## src/rtl/mode_seq_pkg.sv

```systemverilog
// Shared types and helpers for the audio mode sequencer.
// Holds the FSM/mode encodings, the start/stop bit positions and the selection-mask helpers.
package mode_seq_pkg;

  typedef enum logic [2:0] {BOOT, IDLE, ARM, RUN, STOPPING} state_t;
  typedef enum logic [1:0] {M_IDLE = 2'd0, M_REC = 2'd1, M_PLAY = 2'd2, M_MIX = 2'd3} mode_t;

  localparam int unsigned BIT_REC  = 0;
  localparam int unsigned BIT_PLAY = 1;
  localparam int unsigned BIT_MIX  = 2;

  // Index of the highest set bit; callers only trust it once the mask is known to be one-hot.
  function automatic logic [3:0] onehot_idx(input logic [15:0] v);
    logic [3:0] idx;
    idx = '0;
    for (int i = 0; i < 16; i++) begin
      if (v[i]) idx = 4'(i);
    end
    return idx;
  endfunction

  function automatic logic [4:0] popcount(input logic [15:0] v);
    logic [4:0] n;
    n = '0;
    for (int i = 0; i < 16; i++) begin
      n = n + 5'(v[i]);
    end
    return n;
  endfunction

  function automatic logic [2:0] mode_onehot(input mode_t m);
    logic [2:0] oh;
    oh = '0;
    case (m)
      M_REC:   oh[BIT_REC]  = 1'b1;
      M_PLAY:  oh[BIT_PLAY] = 1'b1;
      M_MIX:   oh[BIT_MIX]  = 1'b1;
      default: oh = '0;
    endcase
    return oh;
  endfunction

endpackage

```

## src/rtl/btn_debounce.sv

```systemverilog
// Button conditioner: 2-FF synchroniser, stability counter, one-cycle pulse on accepted rise.
// The counter restarts whenever the synchronised level returns to the accepted level.
module btn_debounce #(
  parameter int unsigned DEB_CYCLES = 50000
) (
  input  logic i_clk,
  input  logic i_rst,
  input  logic i_btn,
  output logic o_press
);
  localparam int unsigned CNT_W = $clog2(DEB_CYCLES + 1);

  logic             sync1, sync2, stable;
  logic [CNT_W-1:0] cnt;

  always_ff @(posedge i_clk) begin
    if (i_rst) begin
      sync1   <= 1'b0;
      sync2   <= 1'b0;
      stable  <= 1'b0;
      cnt     <= '0;
      o_press <= 1'b0;
    end else begin
      sync1   <= i_btn;
      sync2   <= sync1;
      o_press <= 1'b0;
      if (sync2 == stable) begin
        cnt <= '0;
      end else if (cnt == CNT_W'(DEB_CYCLES - 1)) begin
        stable  <= sync2;
        cnt     <= '0;
        o_press <= sync2;
      end else begin
        cnt <= cnt + CNT_W'(1);
      end
    end
  end

endmodule

```

## src/rtl/mode_sequencer.sv

```systemverilog
// Top-level REC/PLAY/MIX session arbiter: debounced buttons in, engine start/stop handshake out.
// state    | meaning
// BOOT     | waiting for SRAM preload, presses ignored
// IDLE     | no session, accepting REC/PLAY/MIX
// ARM      | one cycle: validate and latch selection
// RUN      | engine active, waiting for done or STOP
// STOPPING | stop issued, waiting for done or timeout
module mode_sequencer
  import mode_seq_pkg::*;
#(
  parameter int unsigned NUM_CHUNKS   = 5,
  parameter int unsigned ADDR_W       = 23,
  parameter int unsigned CHUNK_SIZE   = 1048576,
  parameter int unsigned MAX_MIX      = 4,
  parameter int unsigned DEB_CYCLES   = 50000,
  parameter int unsigned STOP_TIMEOUT = 1000000
) (
  input  logic                              i_clk,
  input  logic                              i_rst,
  input  logic                              i_btn_rec,
  input  logic                              i_btn_play,
  input  logic                              i_btn_mix,
  input  logic                              i_btn_stop,
  input  logic                              i_loaddata_done,
  input  logic [NUM_CHUNKS-1:0]             i_sel,
  input  logic [NUM_CHUNKS-1:0]             i_mix_mask,
  input  logic [2:0]                        i_speed,
  input  logic [2:0]                        i_done,
  output logic [1:0]                        o_mode,
  output logic [2:0]                        o_start,
  output logic [2:0]                        o_stop,
  output logic                              o_busy,
  output logic [ADDR_W-1:0]                 o_target_addr,
  output logic [NUM_CHUNKS-1:0]             o_src_mask,
  output logic [$clog2(NUM_CHUNKS+1)-1:0]   o_src_cnt,
  output logic [2:0]                        o_speed,
  output logic                              o_err
);
  localparam int unsigned CNT_W = $clog2(NUM_CHUNKS + 1);
  localparam int unsigned TMR_W = $clog2(STOP_TIMEOUT + 1);

  logic p_rec, p_play, p_mix, p_stop;

  btn_debounce #(.DEB_CYCLES(DEB_CYCLES)) u_deb_rec  (.i_clk(i_clk), .i_rst(i_rst), .i_btn(i_btn_rec),  .o_press(p_rec));
  btn_debounce #(.DEB_CYCLES(DEB_CYCLES)) u_deb_play (.i_clk(i_clk), .i_rst(i_rst), .i_btn(i_btn_play), .o_press(p_play));
  btn_debounce #(.DEB_CYCLES(DEB_CYCLES)) u_deb_mix  (.i_clk(i_clk), .i_rst(i_rst), .i_btn(i_btn_mix),  .o_press(p_mix));
  btn_debounce #(.DEB_CYCLES(DEB_CYCLES)) u_deb_stop (.i_clk(i_clk), .i_rst(i_rst), .i_btn(i_btn_stop), .o_press(p_stop));

  // STOP wins outright, so a STOP coinciding with a mode press in IDLE drops both.
  logic  cmd_stop;
  mode_t cmd_mode;
  assign cmd_stop = p_stop;
  assign cmd_mode = p_stop ? M_IDLE :
                    p_rec  ? M_REC  :
                    p_play ? M_PLAY :
                    p_mix  ? M_MIX  : M_IDLE;

  state_t              state_q, state_d;
  mode_t               req_q, req_d, mode_q, mode_d;
  logic [2:0]          start_q, start_d, stop_q, stop_d, speed_q, speed_d;
  logic                busy_q, busy_d, err_q, err_d;
  logic [ADDR_W-1:0]   addr_q, addr_d;
  logic [NUM_CHUNKS-1:0] mask_q, mask_d;
  logic [CNT_W-1:0]    cnt_q, cnt_d;
  logic [TMR_W-1:0]    tmr_q, tmr_d;

  logic [3:0] sel_idx;
  logic [4:0] sel_n, mix_n;
  logic       sel_ok, mix_ok, arm_ok, done_hit;

  assign sel_idx  = onehot_idx(16'(i_sel));
  assign sel_n    = popcount(16'(i_sel));
  assign mix_n    = popcount(16'(i_mix_mask));
  assign sel_ok   = (sel_n == 5'd1);
  assign mix_ok   = sel_ok && (mix_n >= 5'd1) && (32'(mix_n) <= MAX_MIX) && ((i_sel & i_mix_mask) == '0);
  assign arm_ok   = (req_q == M_MIX) ? mix_ok : sel_ok;
  assign done_hit = |(i_done & mode_onehot(mode_q));

  always_comb begin
    state_d = state_q;
    req_d   = req_q;
    mode_d  = mode_q;
    addr_d  = addr_q;
    mask_d  = mask_q;
    cnt_d   = cnt_q;
    speed_d = speed_q;
    tmr_d   = tmr_q;
    start_d = '0;
    stop_d  = '0;
    err_d   = 1'b0;
    case (state_q)
      BOOT: if (i_loaddata_done) state_d = IDLE;
      IDLE: begin
        if (cmd_mode != M_IDLE) begin
          req_d   = cmd_mode;
          state_d = ARM;
        end
      end
      ARM: begin
        if (arm_ok) begin
          addr_d  = ADDR_W'(64'(CHUNK_SIZE) * 64'(sel_idx));
          mask_d  = (req_q == M_MIX)  ? i_mix_mask : '0;
          cnt_d   = (req_q == M_MIX)  ? CNT_W'(mix_n) : '0;
          speed_d = (req_q == M_PLAY) ? i_speed : '0;
          mode_d  = req_q;
          start_d = mode_onehot(req_q);
          state_d = RUN;
        end else begin
          err_d   = 1'b1;
          state_d = IDLE;
        end
      end
      RUN: begin
        if (done_hit) begin
          mode_d  = M_IDLE;
          state_d = IDLE;
        end else if (cmd_stop) begin
          stop_d  = mode_onehot(mode_q);
          tmr_d   = TMR_W'(STOP_TIMEOUT - 1);
          state_d = STOPPING;
        end
      end
      STOPPING: begin
        if (done_hit) begin
          mode_d  = M_IDLE;
          state_d = IDLE;
        end else if (tmr_q == '0) begin
          err_d   = 1'b1;
          mode_d  = M_IDLE;
          state_d = IDLE;
        end else begin
          tmr_d = tmr_q - TMR_W'(1);
        end
      end
      default: state_d = BOOT;
    endcase
    busy_d = (state_d == ARM) || (state_d == RUN) || (state_d == STOPPING);
  end

  always_ff @(posedge i_clk) begin
    if (i_rst) begin
      state_q <= BOOT;
      req_q   <= M_IDLE;
      mode_q  <= M_IDLE;
      addr_q  <= '0;
      mask_q  <= '0;
      cnt_q   <= '0;
      speed_q <= '0;
      tmr_q   <= '0;
      start_q <= '0;
      stop_q  <= '0;
      err_q   <= 1'b0;
      busy_q  <= 1'b0;
    end else begin
      state_q <= state_d;
      req_q   <= req_d;
      mode_q  <= mode_d;
      addr_q  <= addr_d;
      mask_q  <= mask_d;
      cnt_q   <= cnt_d;
      speed_q <= speed_d;
      tmr_q   <= tmr_d;
      start_q <= start_d;
      stop_q  <= stop_d;
      err_q   <= err_d;
      busy_q  <= busy_d;
    end
  end

  assign o_mode        = mode_q;
  assign o_start       = start_q;
  assign o_stop        = stop_q;
  assign o_busy        = busy_q;
  assign o_target_addr = addr_q;
  assign o_src_mask    = mask_q;
  assign o_src_cnt     = cnt_q;
  assign o_speed       = (mode_q == M_PLAY) ? speed_q : '0;
  assign o_err         = err_q;

endmodule

```

## config.mk

```make
export PLATFORM = sky130hd
export DESIGN_NAME = mode_sequencer
export DESIGN_NICKNAME = d
export VERILOG_FILES = /design/src/rtl/mode_seq_pkg.sv /design/src/rtl/btn_debounce.sv /design/src/rtl/mode_sequencer.sv
export SDC_FILE = /design/constraint.sdc
export NUM_CORES = 1
export LEC_CHECK = 0
export CAP_MARGIN = 20
export CORE_MARGIN = 2
export CORE_UTILIZATION = 34
export DETAILED_ROUTE_END_ITERATION = 12
export HOLD_SLACK_MARGIN = 0.1
export SETUP_SLACK_MARGIN = 0.1
export SYNTH_ARGS = -nofsm -noshare
export SYNTH_HDL_FRONTEND = slang
export SYNTH_SLANG_ARGS = --single-unit
```

## constraint.sdc

```tcl
create_clock -name i_clk -period 7 [get_ports i_clk]
set_input_delay 1.05 -clock i_clk [delete_from_list [all_inputs] [get_ports i_clk]]
set_output_delay 1.05 -clock i_clk [all_outputs]
set_load 0.01 [all_outputs]
```

==> summary.txt, run 1 <==
Synthesis
  – Synthesized area: 5824 µm²
  – Simple-Gate Fraction of Synth Area: 26.44%
  – Post-synth top cells: dfxtp_1 (129), nor2_1 (110), xor2_1 (38)
  – Synth warnings: 0
  – Leading area contributor after synthesis: dfxtp_1
  – Post-Synthesis Cells: 656
  – Most used DFF post-synth: dfxtp_1
  – #FFs+latches synth: 129
  – Xor-xnor portion of the synthesized cell area: 10.23%
  – Post-synthesis mux area share: 1.740%
  – Largest family of logic cells by synthesized area: simple AND/OR/NAND/NOR gates
  – Post-Synth Adder-Cell Area: 3.308%
  – Post-synth EDFFs: 0
  – Yosys top cell area share: 44.34%
  – Most numerous cell in the Yosys netlist: dfxtp_1
  – Async SR Flop Fraction: 0%
  – Distinct cells, synth: 56
  – Syn avg cell area: 8.879 µm²
  – Sequential share of the synthesized area: 44.34%
  – Compound-Gate Fraction of Synth Area: 8.228%
  – Synth top area cells: dfxtp_1 (44%), nor2_1 (7.1%), xor2_1 (5.7%), xnor2_1 (4.5%), nand3_1 (3.0%)

STA
  – Slew headroom: 48.47%
  – Slew at the pin with the worst max-slew slack: 0.7730 ns
  – Worst Skew: 0.01084 ns
  – Final hold vios: 0
  – Slew Limit Fails: 0
  – Setup TNS: 0 ns
  – Final setup fails: 0
  – RSZ-0062 raised after global routing: no
  – Top achievable clock speed: 226.4 MHz
  – Fin crit share: 63.10%
  – Fin crit period: 4.417 ns

Worst hold path
  – Worst hold-check path type: reg -> reg

Global route
  – Grt total ovfl: 0
  – GRT Overall Usage: 12.92%
  – Largest net degree at the start of global routing: 62
  – First-pass GRT wire length: 19350 µm
  – Vias in the first global route: 4353
  – Initial antenna violation count: 0

CTS
  – CTS tree: built
  – Clk root buf: clkbuf_16
  – Post CTS Setup Buffer Count: 0
  – CTS max path bufs: 2
  – CTS Hold Buffers Added: 0
  – Clock sink count: 129
  – Worst-path clk slew: 0.05 ns
  – Clock Latency Late Sink: 0.41 ns
  – CTS buffer count: 17
  – Post-CTS resize count: 0
  – Max H-tree Level: 4

Finish
  – Final Instance Area: 6968 µm²
  – Syn-to-layout area delta: 19.63%
  – Antenna cells: 0
  – Final nets: 734
  – Layout cell share with drive strength beyond 1: 5.775%
  – Fillers: 1626

Routing
  – Initial DRC count: 314
  – Average routed wire per standard cell: 12.32 µm
  – Drt total wl: 11460 µm
  – Vias: 4530
  – Final ANT Viol Nets: 0
  – Post-DR vias/cell: 4.871
  – TritonRoute pass-1 iters: 5
  – DRC: 0

Setup path
  – CP Max Fanout: 25
  – Startpoint types: primary input
  – CP arrival: 4.73 ns
  – Setup Crit Path Kind: in -> reg
  – Setup slack, reg-to-reg: 4.44 ns
  – WP data required: 7.31 ns
  – Crit. End Element: flip-flop

Die
  – Die span in y: 134.9 µm
  – Row Count: 47
  – Chip Width: 134.9 µm
  – Io pins: 67
  – Core box area: 16640 µm²
  – Initial core utilization: 35.00%
  – DIE AREA: 18190 µm²

Pwr
  – Power Dens Cells: 237.2 nW/µm²
  – LEAKAGE: 2.457 nW
  – Peak supply drop: 0.1714 mV

Placed design
  – IO buf count: 46
  – Placed Area: 6387 µm²
  – Gp weighted congestion: 0.7925
  – Hpwl dp: 8008 µm

Flow run
  – Max Cap Viol: 0

Status
  – Status: finished, final reports clean
## layout by cell type, fill, tap and decap left out, types with 17 or more instances in the layout
master,count
dfxtp_1,129
nor2_1,110
clkdlybuf4s50_1,45
xor2_1,38
nand3_1,35
xnor2_1,30
a21oi_1,27
nand2_1,25
inv_1,22
and3_1,22
conb_1,20
clkbuf_16,17
## flip-flops by register name, indices dropped and copies added (netlist names), 2 cells and up
register	cells
u_deb_mix.cnt	16
o_stop	3
o_src_mask	5
o_src_cnt	3
speed_q	3
tmr_q	20
u_deb_stop.cnt	16
state_q	3
o_mode	2
o_start	3
u_deb_rec.cnt	16
req_q	2
u_deb_play.cnt	16
o_target_addr	3
## per-stage QoR
stage | std cells | hold WS [ns] | total power [mW] | util, % | setup slack [ns]
finish | 930 | 0.4373 | 1.653 | 41.87 | 2.583
global route | 930 | 0.4550 | 1.716 | 41.87 | 2.278
CTS | 930 | 0.4396 | 1.674 | 41.87 | 2.596
detailed placement | 899 | 0.4268 | 0.8139 | 38.38 | 2.174
global placement | 899 | 0.4229 | 0.8130 | 38.38 | 2.302
floorplan | 675 | 0.4132 | 0.8003 | - | 3.243
## cell families after synthesis
| kind of cell | count (synthesis) |
|---|---|
| buffers and inverters | 65 |
| DFF | 129 |
| AOI/OAI and AO/OA | 72 |
| other | 1 |
| xor gates and xnor gates | 68 |
| and+or+nand+nor | 298 |
| muxes | 10 |
| adders and majority gates | 13 |
## routing by layer
layer / part of all wire [%] / routed length [µm] / global-route usage [%]
met1: 48 / 5447 / 15.65
met5: 0 / 0 / 0
met4: 0.75 / 86 / 4.737
met2: 48 / 5458 / 21.04
met3: 4.1 / 468 / 4.730
## path summary, 6_finish.rpt
path / end / cells past startpoint / startpoint
setup / recovery: o_start[0] / 10 / i_sel[3]
hold / removal: u_deb_mix.sync2 / 1 / u_deb_mix.sync1
setup reg to reg: tmr_q[14] / 5 / tmr_q[10]
hold reg to reg: u_deb_mix.sync2 / 1 / u_deb_mix.sync1
## layout make-up
cell class	instances	area, µm²	area share (%)
Multi-Input combinational cell	481	2984	42.83
Clock buffer	21	470.5	6.752
Sequential cell	129	2582	37.06
Tap cell	220	275.3	3.950
Inverter	22	82.58	1.185
Clock inverter	10	110.1	1.580
Timing Repair Buffer	47	462.9	6.644
## where the power goes
| part | switching, mW | internal [mW] | total [mW] |
|---|---|---|---|
| logic | 0.0322 | 0.0253 | 0.0574 |
| registers | 0.00274 | 0.738 | 0.741 |
| clock network | 0.308 | 0.547 | 0.854 |
| total | 0.343 | 1.31 | 1.65 |
## worst max-delay path, stage by stage
cell             delay [ns]
clkdlybuf4s50_1        0.52
inv_1                  0.08
fa_1                   0.48
inv_1                  0.05
fa_1                   0.36
ha_1                   0.30
nor4b_1                0.64
and3_1                 0.26
a21o_1                 0.62
nor4bb_1               0.37
(Power assumes the default switching activity.)
==> run 2: changes to the inputs <==
clock period = 3.75 ns   (was 7 ns; I/O delays follow)
==> summary.txt, run 2 (synthesis gave the netlist of run 1 again) <==
Finish
  – Layout cell share with drive strength beyond 1: 6.162%
  – Max reg flops: 20
  – Commonest non-fill, non-tap cells in the layout: dfxtp_1 (129), nor2_1 (110), clkdlybuf4s50_1 (45), xor2_1 (38), nand3_1 (35)
  – Antenna cells: 0
  – Final nets: 737
  – Biggest register: tmr_q
  – Most common cell after layout, fill and taps aside: dfxtp_1
  – Syn-to-layout area delta: 21.16%
  – Fillers: 1639

STA
  – Worst Skew: 0.005679 ns
  – Final setup fails: 0
  – Slew headroom: 40.41%
  – Final hold vios: 0
  – Slew Limit Fails: 0
  – Top achievable clock speed: 302.9 MHz
  – Slew at the pin with the worst max-slew slack: 0.8938 ns
  – Final worst setup slack: 0.4488 ns
  – Fin crit period: 3.301 ns
  – Fin crit share: 88.03%
  – RSZ-0062 raised after global routing: no
  – Setup TNS: 0 ns

Flow run
  – Max Cap Viol: 0

Die
  – Io pins: 67
  – Row Count: 47
  – DIE AREA: 18190 µm²
  – Chip Width: 134.9 µm
  – Die span in y: 134.9 µm
  – Initial core utilization: 35.00%
  – Core box area: 16640 µm²

Setup path
  – R2R depth: 5
  – CP Max Fanout: 24
  – Max incr delay on CP: 0.53 ns
  – CP arrival: 3.57 ns
  – Setup Crit Path Kind: in -> reg
  – Crit-path cells: clkdlybuf4s50_1 > inv_1 > fa_1 > inv_1 > fa_1 > ha_1 > nor4b_1 > and3_1 > a21o_1 > buf_12 > mux2i_1 > nor2_1
  – Critical-path top delay cell: fa_1
  – Crit. End Element: flip-flop
  – Startpoint types: primary input
  – WP data required: 4.02 ns

CTS
  – Clk root buf: clkbuf_16
  – Clock sink count: 129
  – Clock Latency Late Sink: 0.41 ns
  – CTS tree: built
  – Worst-path clk slew: 0.05 ns
  – Post-CTS resize count: 0
  – CTS Hold Buffers Added: 0
  – Post CTS Setup Buffer Count: 0
  – Max H-tree Level: 4
  – CTS max path bufs: 2
  – CTS buffer count: 17

Placed design
  – IO buf count: 46
  – Pre-CTS setup slack: 0.01106 ns
  – Gp weighted congestion: 0.7932
  – Hpwl dp: 7939 µm

Routing
  – Average routed wire per standard cell: 12.40 µm
  – Drt total wl: 11580 µm
  – Initial DRC count: 333
  – Post-DR vias/cell: 4.868
  – Vias: 4547
  – DRC: 0
  – TritonRoute pass-1 iters: 5
  – Final ANT Viol Nets: 0

Pwr
  – Register share of total power: 42.3%
  – P_int: 2.617 mW
  – Psw: 647.7 µW
  – Clock power frac: 54.2%
  – Peak supply drop: 0.3425 mV
  – Power Dens Cells: 462.6 nW/µm²
  – Combinational share of power: 3.5%
  – Sw Ratio: 19.84%
  – LEAKAGE: 2.512 nW

Worst hold path
  – Worst hold-check path type: reg -> reg
  – Hold depth: 1

Status
  – Status: finished, final reports clean

Global route
  – GRT Overall Usage: 13.50%
  – Largest net degree at the start of global routing: 49
  – Initial antenna violation count: 0
  – Vias in the first global route: 4262
  – First-pass GRT wire length: 19990 µm
  – Grt total ovfl: 0
run 2: changes by cell type in the layout (fill, tap and decap cells not counted):
cell,delta
clkinv_2,+2
buf_12,+1
clkbuf_8,-2
buf_4,+2
clkbuf_1,+1
bufinv_16,+3
clkinvlp_4,-3
run 2: worst paths after layout:
kind	from	to	slack [ns]
setup / recovery	i_sel[0]	o_target_addr[22]	0.45
hold / removal	u_deb_stop.sync1	u_deb_stop.sync2	0.43
setup reg to reg	tmr_q[10]	tmr_q[2]	1.18
hold reg to reg	u_deb_stop.sync1	u_deb_stop.sync2	0.43
run 2: routing by layer:
metal | vias to the layer above | wire length (µm) | track usage (%) | share of wire, %
met3 | 15 | 446 | 3.941 | 3.9
li1 | 2320 | - | - | -
met5 | - | 0 | 0 | 0
met4 | 0 | 161 | 5.497 | 1.4
met1 | 2140 | 5442 | 17.29 | 47
met2 | 72 | 5529 | 21.32 | 48
run 2: final cells by class:
| class | instances | area [µm²] | area share (%) |
|---|---|---|---|
| multi-input cells | 481 | 2984 | 42.29 |
| repair buffers | 50 | 498.0 | 7.057 |
| clock inverters | 12 | 187.7 | 2.660 |
| flip-flops and latches | 129 | 2582 | 36.60 |
| clock buffers | 20 | 446.7 | 6.330 |
| well taps | 220 | 275.3 | 3.901 |
| inverters | 22 | 82.58 | 1.170 |
run 2: critical path, delay by kind of cell:
kind / cells / cell delay (ns)
adders and majority gates: 3 / 1.18
buffers and inverters: 4 / 0.76
and+or+nand+nor: 3 / 0.69
AOI/OAI and AO/OA: 1 / 0.17
muxes: 1 / 0.20
run 2: power groups by stage:
stage,combinational [mW],clock [mW],sequential [mW]
global route,0.128,1.88,1.38
detailed placement,0.112,0,1.41
finish,0.113,1.77,1.38
CTS,0.113,1.81,1.38
floorplan,0.0846,0,1.41
global placement,0.111,0,1.41
run 2: per-stage QoR:
step	area [µm²]	hold slack, ns	util [%]	cells	total power [mW]
floorplan	5896	0.4132	-	675	1.494
CTS	7057	0.4354	42.40	934	3.308
finish	7057	0.4312	42.40	934	3.265
detailed placement	6422	0.4220	38.59	902	1.524
global route	7057	0.4483	42.40	934	3.394
global placement	6422	0.4194	38.59	902	1.523
==> RTL change 1 (flow settings as in run 2) <==
Take the reset off `addr_q` and load it in a clocked block of its own.
--- a/src/rtl/mode_sequencer.sv
+++ b/src/rtl/mode_sequencer.sv
@@ -144,3 +144,2 @@
       mode_q  <= M_IDLE;
-      addr_q  <= '0;
       mask_q  <= '0;
@@ -157,3 +156,2 @@
       mode_q  <= mode_d;
-      addr_q  <= addr_d;
       mask_q  <= mask_d;
@@ -167,2 +165,6 @@
     end
+  end
+
+  always_ff @(posedge i_clk) begin
+    addr_q <= addr_d;
   end
Formal check against the unedited RTL: same outputs for any inputs over 4 cycles, from zero or initial values and one cycle with i_rst high; that may be too few to reach the edited logic, so the function may still have changed.
==> RTL change 1 against run 2 <==
Clock skew up 0.0015 ns; sequential cell count unchanged; via count down 0.51%; setup slack better by 0.12 ns; count of clock-buffer cells in the layout up 3; cell area up 1.6%; synthesized cell count up 0.46%; total power down 1.6%; wire length up 0.73%; synthesized area up 1.6%; critical endpoint is now speed_q[1]$_SDFFE_PP0P_.
==> RTL change 1: results (changes against run 2) <==
stage;metric;value;unit;change
final_layout;share of cells above drive strength 1;6.91;%;+0.74 points
final_layout;#MultiIn Comb;483;;+0.42%
final_layout;Fill cells;1724;;+5.2%
logic_synthesis;Compound-Gate Fraction of Synth Area;7.09;%;-1.1 points
route;initial DRC count;189;;-43%
final_layout;sequential cell area;2610;um2;+1.2%
final_layout;Net count, final;747;;+1.4%
final_layout;CLK BUF;23;;+15%
sta;clock skew;0.00723;ns;+0.00155 ns
logic_synthesis;sequential area share after synthesis;44.2;%;-0.18 points
worst_setup_path;Reg-to-Reg End;tmr_q[19]$_SDFFE_PP0P_;;
power_and_ir_drop;Pint;2.56;mW;-2.1%
grt;GRT Util Overall;13.4;%;-0.14 points
final_layout;seq_cells;129;;unchanged
sta;final worst slack;0.569;ns;+0.121 ns
route;1st-pass router iterations;6;;+1
logic_synthesis;synth cell count leaders;dfxtp_1, nor2_1, nand2_1, xnor2_1, xor2_1;;
final_layout;inverter count;26;;+18%
logic_synthesis;EDFF count, synth;3;;+3
final_layout;clock-cell share of area;8.72;%;-0.27 points
grt;first-pass GRT wire length;19700;um;-1.6%
logic_synthesis;Netlist cell types;58;;+3.6%
route;DR vias;4524;;-0.51%
worst_setup_path;Worst EP arrival;3.52;ns;-0.05 ns
worst_setup_path;peak per-stage delay on the critical path;0.51;ns;-0.02 ns
sta;pin slew with the least headroom to its limit;0.896;ns;+0.00259 ns
final_layout;Non-clk bufs;54;;+8.0%
grt;pin count of the biggest net entering global routing;34;;-31%
logic_synthesis;adder and majority cell fraction of the synthesized area;3.26;%;-0.051 points
hold_path;hold wc startpoint;u_deb_rec.sync1$_SDFF_PP0_;;
hold_path;hold endpoint;u_deb_rec.sync2$_SDFF_PP0_;;
worst_setup_path;CP endpoint;speed_q[1]$_SDFFE_PP0P_;;
power_and_ir_drop;Power Clock;1.71;mW;-3%
worst_setup_path;Critical R2R Launch;o_mode[1]$_SDFFE_PP0P_;;
status;status;complete, no violations;;
placement;Post-DP HPWL;8180;um;+3.0%
route;Total Routed Length;11700;um;+0.73%
worst_setup_path;maximum fanout along the worst path;11;;-54%
==> RTL change 1: cell types whose count changed after synthesis, moves of 5 or more <==
cell	before	now
nand3_1	35	27
mux2i_1	9	18
a211oi_1	4	9
xnor2_1	30	37
nand2_1	25	42
buf_2	8	1
nor3_1	14	23
nor2_1	110	95
a21oi_1	27	15
o21ai_0	11	5
xor2_1	38	30
==> RTL change 1: metrics by stage <==
stage | power, mW | cell area, um2 | cells | hold slack (ns)
floorplan | 1.50 | 5990 | 678 | 0.414
global placement | 1.53 | 6550 | 917 | 0.424
detailed placement | 1.53 | 6550 | 917 | 0.428
CTS | 3.26 | 7170 | 949 | 0.443
global route | 3.33 | 7170 | 949 | 0.465
finish | 3.21 | 7170 | 949 | 0.437
==> RTL change 1: metal layers <==
layer / vias to the layer above / GRT usage [%] / share of wire, %
li1: 2347 / - / -
met1: 2113 / 17.3 / 49
met2: 54 / 21.2 / 46
met3: 10 / 3.95 / 3.1
met4: 0 / 4.69 / 1.3
met5: - / 0 / 0
==> RTL change 2 (settings of run 2) <==
Made on the original files. Set the parameter `STOP_TIMEOUT` to 500000 (it was 1000000).
--- a/src/rtl/mode_sequencer.sv
+++ b/src/rtl/mode_sequencer.sv
@@ -15,3 +15,3 @@
   parameter int unsigned DEB_CYCLES   = 50000,
-  parameter int unsigned STOP_TIMEOUT = 1000000
+  parameter int unsigned STOP_TIMEOUT = 500000
 ) (
Function: same outputs for any inputs over 10 cycles, from zero or initial values and one cycle with i_rst high; that may be too few to reach the edited logic, so the function may still have changed.
==> RTL change 2 against run 2 <==
Non-clock buffer count up 10; die area up 3.0%; first-iteration DRC count down 33%; cell area up 2.5%; hold slack better by 0.0046 ns; wire length up 11%; sequential cell count down 1; global-route usage up 0.96 points; via count up 4.2%; synthesized area up 3.1%; total power down 4.5%; setup slack worse by 0.057 ns; critical endpoint is now o_target_addr[21]$_SDFFE_PP0P_.
==> RTL change 2: results (changes against run 2) <==
stage;metric;value;unit;change
status;status;complete, no violations;;
final_layout;Net count, final;760;;+3.1%
route;Total Routed Length;12800;um;+11%
final_layout;Top reg by flops;tmr_q;;
clocking;latest clock arrival within the worst-skew pair;0.42;ns;
worst_setup_path;Slowest cell on crit path;or4_1;;
placement;Post-DP HPWL;8750;um;+10%
grt;number of global-route vias before repair;4421;;+3.7%
placement;placed cell area;6650;um2;+3.5%
placement;post-placement cell count;931;;+3.2%
worst_setup_path;family with the most delay on the worst path;adder cells;;
grt;pin count of the biggest net entering global routing;46;;-6.1%
final_layout;sequential cell area;2560;um2;-0.78%
clocking;Longest Clk Path Bufs;2;;unchanged
route;DR vias;4739;;+4.2%
power_and_ir_drop;leak pwr;2.55;nW;+1.4%
grt;met3 Track Usage GR;4.37;%;+0.43 points
route;via/cell ratio;4.93;;+1.2%
worst_setup_path;maximum fanout along the worst path;7;;-71%
logic_synthesis;Syn Area/Cell;8.91;um2;+0.38%
clocking;Worst-path clk slew;0.06;ns;
clocking;total CTS buffers;17;;unchanged
grt;M2 GR Usage;21.7;%;+0.40 points
sta;final hold violations;0;;unchanged
grt;GR met1 Demand/Resource;19.6;%;+2.3 points
logic_synthesis;Ys Warns;0;;unchanged
final_layout;Fill cells;1734;;+5.8%
logic_synthesis;Netlist cell types;64;;+14%
route;1st-pass router iterations;4;;-1
clocking;PostCTS Resize Cnt;0;;unchanged
route;initial DRC count;224;;-33%
placement;placement-stage worst setup slack;-0.0374;ns;-0.0484 ns
clocking;H-tree depth;4;;unchanged
clocking;Post-CTS Repair Setup Buffers;0;;unchanged
grt;first-pass GRT wire length;21300;um;+6.7%
final_layout;# diodes;0;;unchanged
final_layout;share of cells above drive strength 1;9.23;%;+3.1 points
power_and_ir_drop;maximum vdd drop;309;uV;-9.7%
sta;pin slew with the least headroom to its limit;0.897;ns;+0.00284 ns
grt;antenna violations before repair;0;;unchanged
grt;GRT Util Overall;14.5;%;+0.96 points
logic_synthesis;synth cell count leaders;dfxtp_1, nor2_1, nand2_1, a21oi_1;;
logic_synthesis;top cells by area, synth;dfxtp_1, nor2_1, xnor2_1;;
worst_setup_path;Worst EP arrival;3.70;ns;+0.13 ns
logic_synthesis;sequential area share after synthesis;42.7;%;-1.7 points
sta;clock skew;0.00826;ns;+0.00258 ns
worst_setup_path;peak per-stage delay on the critical path;0.57;ns;+0.04 ns
power_and_ir_drop;switching portion of total power;22.2;%;+2.3 points
logic_synthesis;Async S/R FF share, synth;0;%;unchanged
placement;Final Wtd Congestion;0.796;;+0.34%
final_layout;max FFs per register;19;;-5.0%
placement;Port Buffers;46;;unchanged
[RTL change 2: cell type report]
| class | instances | share of cell area, % |
|---|---|---|
| Clock buffer | 19 | 6.26 |
| Clock inverter | 12 | 1.85 |
| Inverter | 25 | 1.30 |
| Multi-Input combinational cell | 493 | 43.5 |
| Sequential cell | 128 | 35.4 |
| Tap cell | 225 | 3.89 |
| Timing Repair Buffer | 60 | 7.75 |
[RTL change 2: cells by family (layout without fill, tap and decap cells)]
kind of cell             count (synthesis)  after routing  share of synthesized area [%]
AND/OR/NAND/NOR                        296            296                           26.6
flip-flops                             128            128                           42.7
AO/OA/AOI/OAI                           96             96                           11.2
buffers and inverters                   72            116                           6.14
XOR/XNOR                                58             58                           8.46
adder cells (fa/ha/maj)                 12             12                           3.00
multiplexers                            11             11                           1.85
other                                    1             20                         0.0624
[RTL change 2: power by group through the flow]
stage	clock network [mW]	registers, mW	logic (mW)
after floorplan	0	1.40	0.0826
after global placement	0	1.40	0.109
after detailed placement	0	1.40	0.109
after CTS	1.67	1.37	0.110
after global routing	1.73	1.37	0.124
final	1.64	1.37	0.110
[RTL change 2: path summary, 6_finish.rpt]
path / end / start / cells after the start / slack (ns)
max reg2reg: tmr_q[6]$_SDFFE_PP0P_ / o_mode[1]$_SDFFE_PP0P_ / 5 / 1.21
min reg2reg: u_deb_stop.sync2$_SDFF_PP0_ / u_deb_stop.sync1$_SDFF_PP0_ / 1 / 0.44
min: u_deb_stop.sync2$_SDFF_PP0_ / u_deb_stop.sync1$_SDFF_PP0_ / 1 / 0.44
max: o_target_addr[21]$_SDFFE_PP0P_ / i_mix_mask[0] / 10 / 0.39
[RTL change 2: per-layer routing]
layer | vias up | share of wire [%]
li1 | 2447 | -
met1 | 2189 | 51
met2 | 88 | 43
met3 | 15 | 3.9
met4 | 0 | 1.5
met5 | - | 0
